[src/rtl/port_reg_bank_pkg.sv]
// ---------------------------------------------------------------------------
// port_reg_bank_pkg
//   Shared definitions for the PicoBlaze port register bank: default port
//   map, channel counts, status register bit positions and an elaboration-
//   time check of a port map for range and overlap errors.
// ---------------------------------------------------------------------------
package port_reg_bank_pkg;

  // Default port map
  localparam int         DEF_NUM_WR    = 9;
  localparam int         DEF_NUM_RD    = 9;
  localparam logic [7:0] DEF_WR_BASE   = 8'h02;
  localparam logic [7:0] DEF_RD_BASE   = 8'h0D;
  localparam logic [7:0] DEF_COMMIT_ID = 8'h01;
  localparam logic [7:0] DEF_STATUS_ID = 8'h0C;

  // Supported channel count range
  localparam int MIN_CHANNELS = 1;
  localparam int MAX_CHANNELS = 16;

  // Status register bit positions
  localparam int STAT_DONE_BIT  = 0;
  localparam int STAT_BUSY_BIT  = 1;
  localparam int STAT_DIRTY_BIT = 2;

  // True when id lies inside [base, base+n-1].
  function automatic bit in_window(input int id, input int base, input int n);
    return (id >= base) && (id <= base + n - 1);
  endfunction

  // True when the port map is legal: channel counts in range, all windows
  // fit in the 8-bit port space, and no two windows/registers overlap.
  function automatic bit port_map_ok(input int wr_base, input int num_wr,
                                     input int rd_base, input int num_rd,
                                     input int commit_id, input int status_id);
    bit ok;
    ok = 1'b1;
    if (num_wr < MIN_CHANNELS || num_wr > MAX_CHANNELS) ok = 1'b0;
    if (num_rd < MIN_CHANNELS || num_rd > MAX_CHANNELS) ok = 1'b0;
    if (wr_base + num_wr - 1 > 255) ok = 1'b0;
    if (rd_base + num_rd - 1 > 255) ok = 1'b0;
    if (commit_id > 255 || status_id > 255) ok = 1'b0;
    if (!((wr_base + num_wr - 1 < rd_base) || (rd_base + num_rd - 1 < wr_base)))
      ok = 1'b0;
    if (in_window(commit_id, wr_base, num_wr) || in_window(commit_id, rd_base, num_rd))
      ok = 1'b0;
    if (in_window(status_id, wr_base, num_wr) || in_window(status_id, rd_base, num_rd))
      ok = 1'b0;
    if (commit_id == status_id) ok = 1'b0;
    return ok;
  endfunction

endpackage

[src/rtl/port_reg_bank_sticky_flag.sv]
// ---------------------------------------------------------------------------
// sticky_flag
//   Single-bit event flag: set by a pulse, cleared by a read acknowledge.
//   When set and clear coincide the set wins, so no event is lost.
// Ports:
//   clk   - system clock
//   reset - synchronous active-high reset
//   set   - event pulse
//   clr   - clear request (status read)
//   flag  - current flag value
// ---------------------------------------------------------------------------
module sticky_flag (
  input  logic clk,
  input  logic reset,
  input  logic set,
  input  logic clr,
  output logic flag
);

  // NOTE: sequential state is assigned with <= only, so every flop samples
  // the pre-edge values regardless of statement order.
  always_ff @(posedge clk) begin
    if (reset)     flag <= 1'b0;
    else if (set)  flag <= 1'b1;
    else if (clr)  flag <= 1'b0;
  end

endmodule

[src/rtl/port_reg_bank.sv]
// ---------------------------------------------------------------------------
// port_reg_bank
//   PicoBlaze I/O register bank bridging to an RTC controller.
//   Write side: per-channel shadow registers collected by port writes and
//   transferred atomically to the live outputs by a commit command (or
//   discarded by an abort). Read side: a read of channel 0 snapshots all
//   input channels so a multi-byte read is coherent; a status register
//   reports dirty/busy/done with done cleared on read.
// Ports:
//   clk, reset            - clock, synchronous active-high reset
//   write_strobe, port_id,
//   out_port              - PicoBlaze write bus
//   read_strobe, in_port  - PicoBlaze read strobe, registered read data
//   wr_regs, commit_pulse - committed live values, one-cycle commit marker
//   rd_regs               - input channels from the RTC side
//   done_in, busy_in      - RTC transfer-done pulse, busy level
// ---------------------------------------------------------------------------
module port_reg_bank
  import port_reg_bank_pkg::*;
#(
  parameter int         NUM_WR    = DEF_NUM_WR,
  parameter int         NUM_RD    = DEF_NUM_RD,
  parameter logic [7:0] WR_BASE   = DEF_WR_BASE,
  parameter logic [7:0] RD_BASE   = DEF_RD_BASE,
  parameter logic [7:0] COMMIT_ID = DEF_COMMIT_ID,
  parameter logic [7:0] STATUS_ID = DEF_STATUS_ID
) (
  input  logic                  clk,
  input  logic                  reset,
  input  logic                  write_strobe,
  input  logic                  read_strobe,
  input  logic [7:0]            port_id,
  input  logic [7:0]            out_port,
  output logic [7:0]            in_port,
  output logic [NUM_WR*8-1:0]   wr_regs,
  output logic                  commit_pulse,
  input  logic [NUM_RD*8-1:0]   rd_regs,
  input  logic                  done_in,
  input  logic                  busy_in
);

  // Channel 0 is read live; snap[j] holds input channel j+1.
  localparam int SNAP_N = (NUM_RD > 1) ? NUM_RD - 1 : 1;

  if (!port_map_ok(int'(WR_BASE), NUM_WR, int'(RD_BASE), NUM_RD,
                   int'(COMMIT_ID), int'(STATUS_ID))) begin : g_bad_port_map
    $fatal(1, "port_reg_bank: port map out of range or overlapping");
  end

  logic [7:0]        shadow [NUM_WR];
  logic [7:0]        live   [NUM_WR];
  logic [7:0]        snap   [SNAP_N];
  logic [NUM_WR-1:0] dirty;
  logic [NUM_WR-1:0] wr_hit;
  logic              commit_wr;
  logic              abort_wr;
  logic              snap_take;
  logic              status_rd;
  logic              done_flag;
  logic [7:0]        status;
  logic [7:0]        rd_mux;

  // -------------------------------------------------------------------------
  // Address decode
  // -------------------------------------------------------------------------
  // NOTE: every always_comb output gets a default first, so no path through
  // the block can leave it unassigned and infer a latch.
  always_comb begin
    wr_hit = '0;
    for (int i = 0; i < NUM_WR; i++)
      wr_hit[i] = write_strobe && (port_id == WR_BASE + 8'(i));
  end

  assign commit_wr = write_strobe && (port_id == COMMIT_ID) &&  out_port[0];
  assign abort_wr  = write_strobe && (port_id == COMMIT_ID) && !out_port[0];
  assign snap_take = read_strobe  && (port_id == RD_BASE);
  assign status_rd = read_strobe  && (port_id == STATUS_ID);

  // -------------------------------------------------------------------------
  // Write side: shadow -> live on commit, live -> shadow on abort
  // -------------------------------------------------------------------------
  // NOTE: the arrays are cleared explicitly in reset because their reset
  // value is visible (wr_regs, restored shadow); such arrays stay in flops.
  always_ff @(posedge clk) begin
    if (reset) begin
      for (int i = 0; i < NUM_WR; i++) begin
        shadow[i] <= 8'h00;
        live[i]   <= 8'h00;
      end
      dirty        <= '0;
      commit_pulse <= 1'b0;
    end else begin
      commit_pulse <= commit_wr;
      if (commit_wr) begin
        for (int i = 0; i < NUM_WR; i++) live[i] <= shadow[i];
        dirty <= '0;
      end else if (abort_wr) begin
        for (int i = 0; i < NUM_WR; i++) shadow[i] <= live[i];
        dirty <= '0;
      end else begin
        for (int i = 0; i < NUM_WR; i++) begin
          if (wr_hit[i]) begin
            shadow[i] <= out_port;
            dirty[i]  <= 1'b1;
          end
        end
      end
    end
  end

  for (genvar i = 0; i < NUM_WR; i++) begin : g_wr_pack
    assign wr_regs[8*i +: 8] = live[i];
  end

  // -------------------------------------------------------------------------
  // Read side: snapshot on channel-0 read, registered read mux
  // -------------------------------------------------------------------------
  always_ff @(posedge clk) begin
    if (reset) begin
      for (int j = 0; j < SNAP_N; j++) snap[j] <= 8'h00;
    end else if (snap_take) begin
      for (int j = 0; j < SNAP_N; j++)
        if (j + 1 < NUM_RD) snap[j] <= rd_regs[8*(j+1) +: 8];
    end
  end

  sticky_flag u_done_flag (
    .clk   (clk),
    .reset (reset),
    .set   (done_in),
    .clr   (status_rd),
    .flag  (done_flag)
  );

  always_comb begin
    status                 = 8'h00;
    status[STAT_DONE_BIT]  = done_flag;
    status[STAT_BUSY_BIT]  = busy_in;
    status[STAT_DIRTY_BIT] = |dirty;
  end

  // Windows are disjoint, so at most one branch matches.
  always_comb begin
    rd_mux = 8'h00;
    if (port_id == STATUS_ID) rd_mux = status;
    if (port_id == RD_BASE)   rd_mux = rd_regs[7:0];
    for (int j = 0; j < SNAP_N; j++)
      if ((j + 1 < NUM_RD) && (port_id == RD_BASE + 8'(j + 1))) rd_mux = snap[j];
  end

  always_ff @(posedge clk) begin
    if (reset) in_port <= 8'h00;
    else       in_port <= rd_mux;
  end

endmodule

[config.mk]
export PLATFORM = sky130hd
export DESIGN_NAME = port_reg_bank
export DESIGN_NICKNAME = d
export VERILOG_FILES = /design/src/rtl/port_reg_bank_pkg.sv /design/src/rtl/port_reg_bank_sticky_flag.sv /design/src/rtl/port_reg_bank.sv
export SDC_FILE = /design/constraint.sdc
export NUM_CORES = 1
export LEC_CHECK = 0
export CORE_ASPECT_RATIO = 1.1
export CORE_MARGIN = 3
export CORE_UTILIZATION = 50
export DETAILED_ROUTE_END_ITERATION = 6
export GPL_ROUTABILITY_DRIVEN = 0
export GPL_TIMING_DRIVEN = 0
export PLACE_DENSITY = 0.77
export SYNTH_ARGS = -nofsm -noshare
export SYNTH_HDL_FRONTEND = slang
export SYNTH_SLANG_ARGS = --single-unit
[constraint.sdc]
create_clock -name clk -period 5.9 [get_ports clk]
set_input_delay 0.59 -clock clk [delete_from_list [all_inputs] [get_ports clk]]
set_output_delay 0.59 -clock clk [all_outputs]
set_load 0.01 [all_outputs]
# [After elaboration in Yosys (flattened, before gate mapping)]
# Memory sizes are Yosys's and may differ from the RTL's.
# Cells that the tools add are included.
[word_totals] register_bits=19 mem_bits_rw=208 input_bits=94 out_inout_bits=81 word_cells=192 n_memories=3
[mem_list] memory="live" words=9 word_bits=8 rd=9 rd_ports_with_merged_regs=0 write_ports=9 line="port_reg_bank.sv:51" rtl="logic [7:0] live [NUM_WR];"
[mem_list] memory="shadow" words=9 word_bits=8 rd=9 rd_ports_with_merged_regs=0 write_ports=9 line="port_reg_bank.sv:50" rtl="logic [7:0] shadow [NUM_WR];"
[mem_list] memory="snap" words=8 word_bits=8 rd=8 rd_ports_with_merged_regs=0 write_ports=8 line="port_reg_bank.sv:52" rtl="logic [7:0] snap [SNAP_N];"
[classes] n_eq_ne=20 mux=104 bitwise_logic=35 n_reduce_logical=18
[op_table] cell="$mux W8" n=44
[op_table] cell="$mux W1" n=59
[op_table] cell="$eq A8 B4 Y1 const B" n=7
[op_table] cell="$eq A8 B5 Y1 const B" n=6
[op_table] cell="$or A1 B1 Y1" n=35
[op_table] cell="$eq A8 B3 Y1 const B" n=4
[op_table] cell="$eq A8 B2 Y1 const B" n=2
[op_table] cell="$logic_and A1 B1 Y1" n=14
[op_table] cell="$reduce_or A9 Y1" n=1
[op_table] cell="$eq A8 B1 Y1 const B" n=1
[op_table] cell="$mux W3" n=1
[op_table] cell="$reduce_or A3 Y1" n=1
[op_table] cell="$reduce_bool A2 Y1" n=1
[op_table] cell="$logic_not A1 Y1" n=1

# [Logic depth before layout (Yosys ltp)]
[depth] ltp_word=11 mapped_depth=8 ltp_nobuf=5

# [Modules after synthesis]
# A second synthesis with hierarchy kept.
[unflattened] cells_unflattened=673 hier_area_um2=9494.1
[by_module_without_submodules] mod="port_reg_bank" n_inst=1 cells_per_inst=669 area_each_um2=9455.3 seq_area_each_um2=6606.3
[by_module_without_submodules] mod="sticky_flag" n_inst=1 cells_per_inst=4 area_each_um2=38.8 seq_area_each_um2=20.0

# [Worst setup path after synthesis]
# Ideal clock, no wire load.
[synth_timing] path_type="input to register" start="in port_id[3]" end="mem snap[0][0] (enable)" setup_time_ns=0.432 t_arrival_ns=2.779 t_required_ns=5.468 path_slack_ns=2.689 cell_stages=5 path_buffers=1 path_cell_list="buf_4 > and4bb_2 > and2_4 > nand3_1 > nand2b_1"
[synth_rtl] element="start: declaration" line="port_reg_bank.sv:32" rtl="input logic [7:0] port_id,"
[synth_rtl] element="end: declaration" line="port_reg_bank.sv:52"

==> run_results.csv <==
group,metric,value,unit
critical_path,endpoint,"shadow[0][42]",
critical_path,endpoint_kind,"register",
drt,drtIter0Drc,446,
power_and_ir_drop,power.leakage,5.03,nW
sta,fin_worst_skew,13.5,ps
critical_path,critPathMaxStageDelay,980,ps
synth,yosys_warnings,0,
power_and_ir_drop,pwr-share-seq,0.548,
synth,synth_seq_area_share,0.694,
critical_path,crit_type,"in -> reg",
clock_tree,postCtsResizedCells,0,
power_and_ir_drop,cellPowerDensity,274,mW/mm^2
synth,syn_area,0.00955,sq mm
synth,synth_mux_area_frac,0.0191,
critical_path,reg2reg_to,"in_port[0]",
synth,synth_flop_cell,"edfxtp_1",
clock_tree,cts.sinks,227,
drt,drc,0,
grt,grt_pass1_vias,6041,
cells_and_area,drive_gt1_frac,0.105,
power_and_ir_drop,pwr-share-comb,0.064,
synth,synth_top_family_by_area,"simple AND/OR/NAND/NOR gates",
clock_tree,htree_levels,1,
floorplanning,die_y,151,um
sta,grt_setup_unrepaired,"false",
power_and_ir_drop,power_switching,0.000701,W
critical_path,reg2reg_from,"snap[0][0]",
power_and_ir_drop,ir_drop,0.247,mV
synth,ys_seq_elements,227,
floorplanning,dieArea,0.0208,sq mm
critical_path,worstPathArrival,3240,ps
critical_path,crit_path_cell_trace,"clkdlybuf4s50_1 > clkbuf_1 > nand2b_1 > nor2_1 > nand3_1 > o21ai_0",
run,maxCapViolCount,0,
clock_tree,holdBufCountCts,0,
drt,dr.pass1.iters,4,
critical_path,crit_start,"port_id[2]",
grt,grt_first_pass_wirelength,33.3,mm
grt,overflow,0,
synth,syn_avg_cell_area,14.0,sq um
floorplanning,dieWidth,138,um
drt,drt-total-wl,21.8,mm
floorplanning,num_rows,52,
synth,async_flop_share,0,
clock_tree,cts_buffer_depth,3,
drt,postRouteAntennaNets,0,
grt,grt_max_degree,67,
sta,fin_crit,3120,ps
cells_and_area,n_antenna_cell,0,
synth,synthesis.nets,775,
critical_path,crit_slowest_cell,"o21ai_0",
placement,hpwl,15.7,mm
critical_path,r2r_slack,4260,ps
floorplanning,io_pins,175,
cells_and_area,area_delta_synth_final,28.5,%
critical_path,start_kind,"primary input",
power_and_ir_drop,p_int,0.00266,W
critical_path,reg2regPathDepth,4,
power_and_ir_drop,clkPwrFrac,0.388,
sta,fmaxAchievable,320,MHz
cells_and_area,layout_common_cells,"208 x edfxtp_1, 171 x clkdlybuf4s50_1, 123 x and2_1",
synth,synth_cell_type_count,55,
sta,final_max_slew_viol_count,0,
sta,tns,0,ps
sta,finalSetupViolCount,0,
critical_path,worstPathMaxFanout,10,
drt,vias_per_cell,5.42,
drt,vias,6156,
floorplanning,start_util,0.513,
floorplanning,coreArea,0.0186,sq mm
sta,period_share,0.530,
drt,post_drt_wl_per_cell,19.2,um
clock_tree,numCtsBuffers,23,
placement,port_buffers,171,
sta,slew_headroom,0.173,
clock_tree,clk_latency,500,ps
grt,grt.total_usage,0.210,
synth,synth_adder_area_share,0,
synth,synth_compound_area_frac,0.107,
worst_hold_path,holdCritPathClass,"reg -> reg",
cells_and_area,nets,972,
clock_tree,cts_setup_buffers,0,
synth,synth-edff-count,208,
clock_tree,root_buffer,"clkbuf_16",
power_and_ir_drop,swShare,0.209,
sta,tightest_slew,1230,ps
synth,syn_inst,681,
grt,antenna_found_initial,0,
clock_tree,clk_pin_slew_worst_paths,60,ps
sta,final-hold-violation-count,0,
synth,synth_xor_area_frac,0,
synth,synthSimpleGateAreaFrac,0.154,
clock_tree,cts_tree,"done",
cells_and_area,final_common_cell,"edfxtp_1",
run_status,outcome,"finished clean",
sta,fin_hold_ws,459,ps
critical_path,worstPathRequired,6020,ps
area by class of cell:
| type | instances | area (sq um) |
|---|---|---|
| Sequential cell | 227 | 6630 |
| Fill cell | 1412 | 6330 |
| Multi-Input combinational cell | 404 | 2700 |
| Timing Repair Buffer | 172 | 1740 |
| Clock buffer | 29 | 608 |
| Tap cell | 243 | 304 |
| Buffer | 45 | 228 |
| Clock inverter | 11 | 58.8 |
| Inverter | 5 | 18.8 |
how the worst min path moves through the flow:
stage / start / end / slack [ps] / cells after the start
floorplan: snap[1][27] / in_port[3] / 420 / 2
global placement: dirty[5] / dirty[5] / 440 / 2
detailed placement: dirty[5] / dirty[5] / 450 / 2
CTS: dirty[5] / dirty[5] / 460 / 2
global route: dirty[6] / dirty[6] / 480 / 2
finish: dirty[6] / dirty[6] / 460 / 2
cells by family after synthesis:
logic type / count (synthesis)
AOI/OAI and AO/OA: 145
buffers and inverters: 50
DFF: 227
muxes: 15
and+or+nand+nor: 244
state kept, by name (all words and copies together), names as in the netlist:
signal,count
dirty,9
u_done_flag.flag,1
commit_pulse,1
in_port,8
shadow,72
live,72
snap,64
through the flow:
stage | std cells | area (sq um) | utilization | setup WS [ps] | total power, W
after floorplan | 681 | 9550 | - | 2690 | 0.00195
after global placement | 1095 | 11600 | 0.622 | 1080 | 0.00208
after detailed placement | 1096 | 11600 | 0.624 | 2260 | 0.00209
after CTS | 1136 | 12300 | 0.660 | 2780 | 0.00338
after global routing | 1136 | 12300 | 0.660 | 2510 | 0.00347
final | 1136 | 12300 | 0.660 | 2780 | 0.00336
critical path: cells and delay by family:
| kind | cells | cell delay [ps] |
|---|---|---|
| simple gates | 3 | 690 |
| compound gates | 1 | 980 |
| buf+inv | 2 | 980 |
cell usage after synthesis (3+ instances only):
master | number | area share
clkbuf_2 | 6 | 0.0031
buf_2 | 23 | 0.012
a31o_2 | 3 | 0.0028
and2_1 | 123 | 0.081
mux2_2 | 6 | 0.0071
nor2b_1 | 24 | 0.016
nand2b_1 | 6 | 0.0039
a211oi_1 | 5 | 0.0039
nand3_1 | 13 | 0.0068
clkbuf_1 | 9 | 0.0035
nor3_1 | 4 | 0.0021
dfxtp_1 | 19 | 0.040
a22oi_1 | 4 | 0.0031
mux2i_1 | 7 | 0.0073
and2_0 | 5 | 0.0033
nand2_1 | 24 | 0.0094
buf_4 | 4 | 0.0031
nor2_1 | 26 | 0.010
a21oi_1 | 21 | 0.011
inv_1 | 5 | 0.0020
nor4_1 | 3 | 0.0020
o22ai_1 | 5 | 0.0033
edfxtp_1 | 208 | 0.65
o21ai_0 | 14 | 0.0073
a21o_1 | 74 | 0.058
a31oi_1 | 4 | 0.0026
per-layer routing:
metal  up-vias  wire length (um)  global-route usage
li1       2887                 -                   -
met1      2943              8790               0.283
met2       286             10500               0.345
met3        40              1950              0.0468
met4         0               592              0.0637
met5         -                 0                   0
power groups by stage:
stage               clock [W]  sequential, W  combinational, W
floorplan                   0        0.00188         0.0000762
global placement            0        0.00188          0.000209
detailed placement          0        0.00188          0.000215
CTS                   0.00132        0.00184          0.000216
global route          0.00139        0.00185          0.000230
finish                0.00130        0.00184          0.000214
No activity file was read; power rests on OpenSTA's default activity.
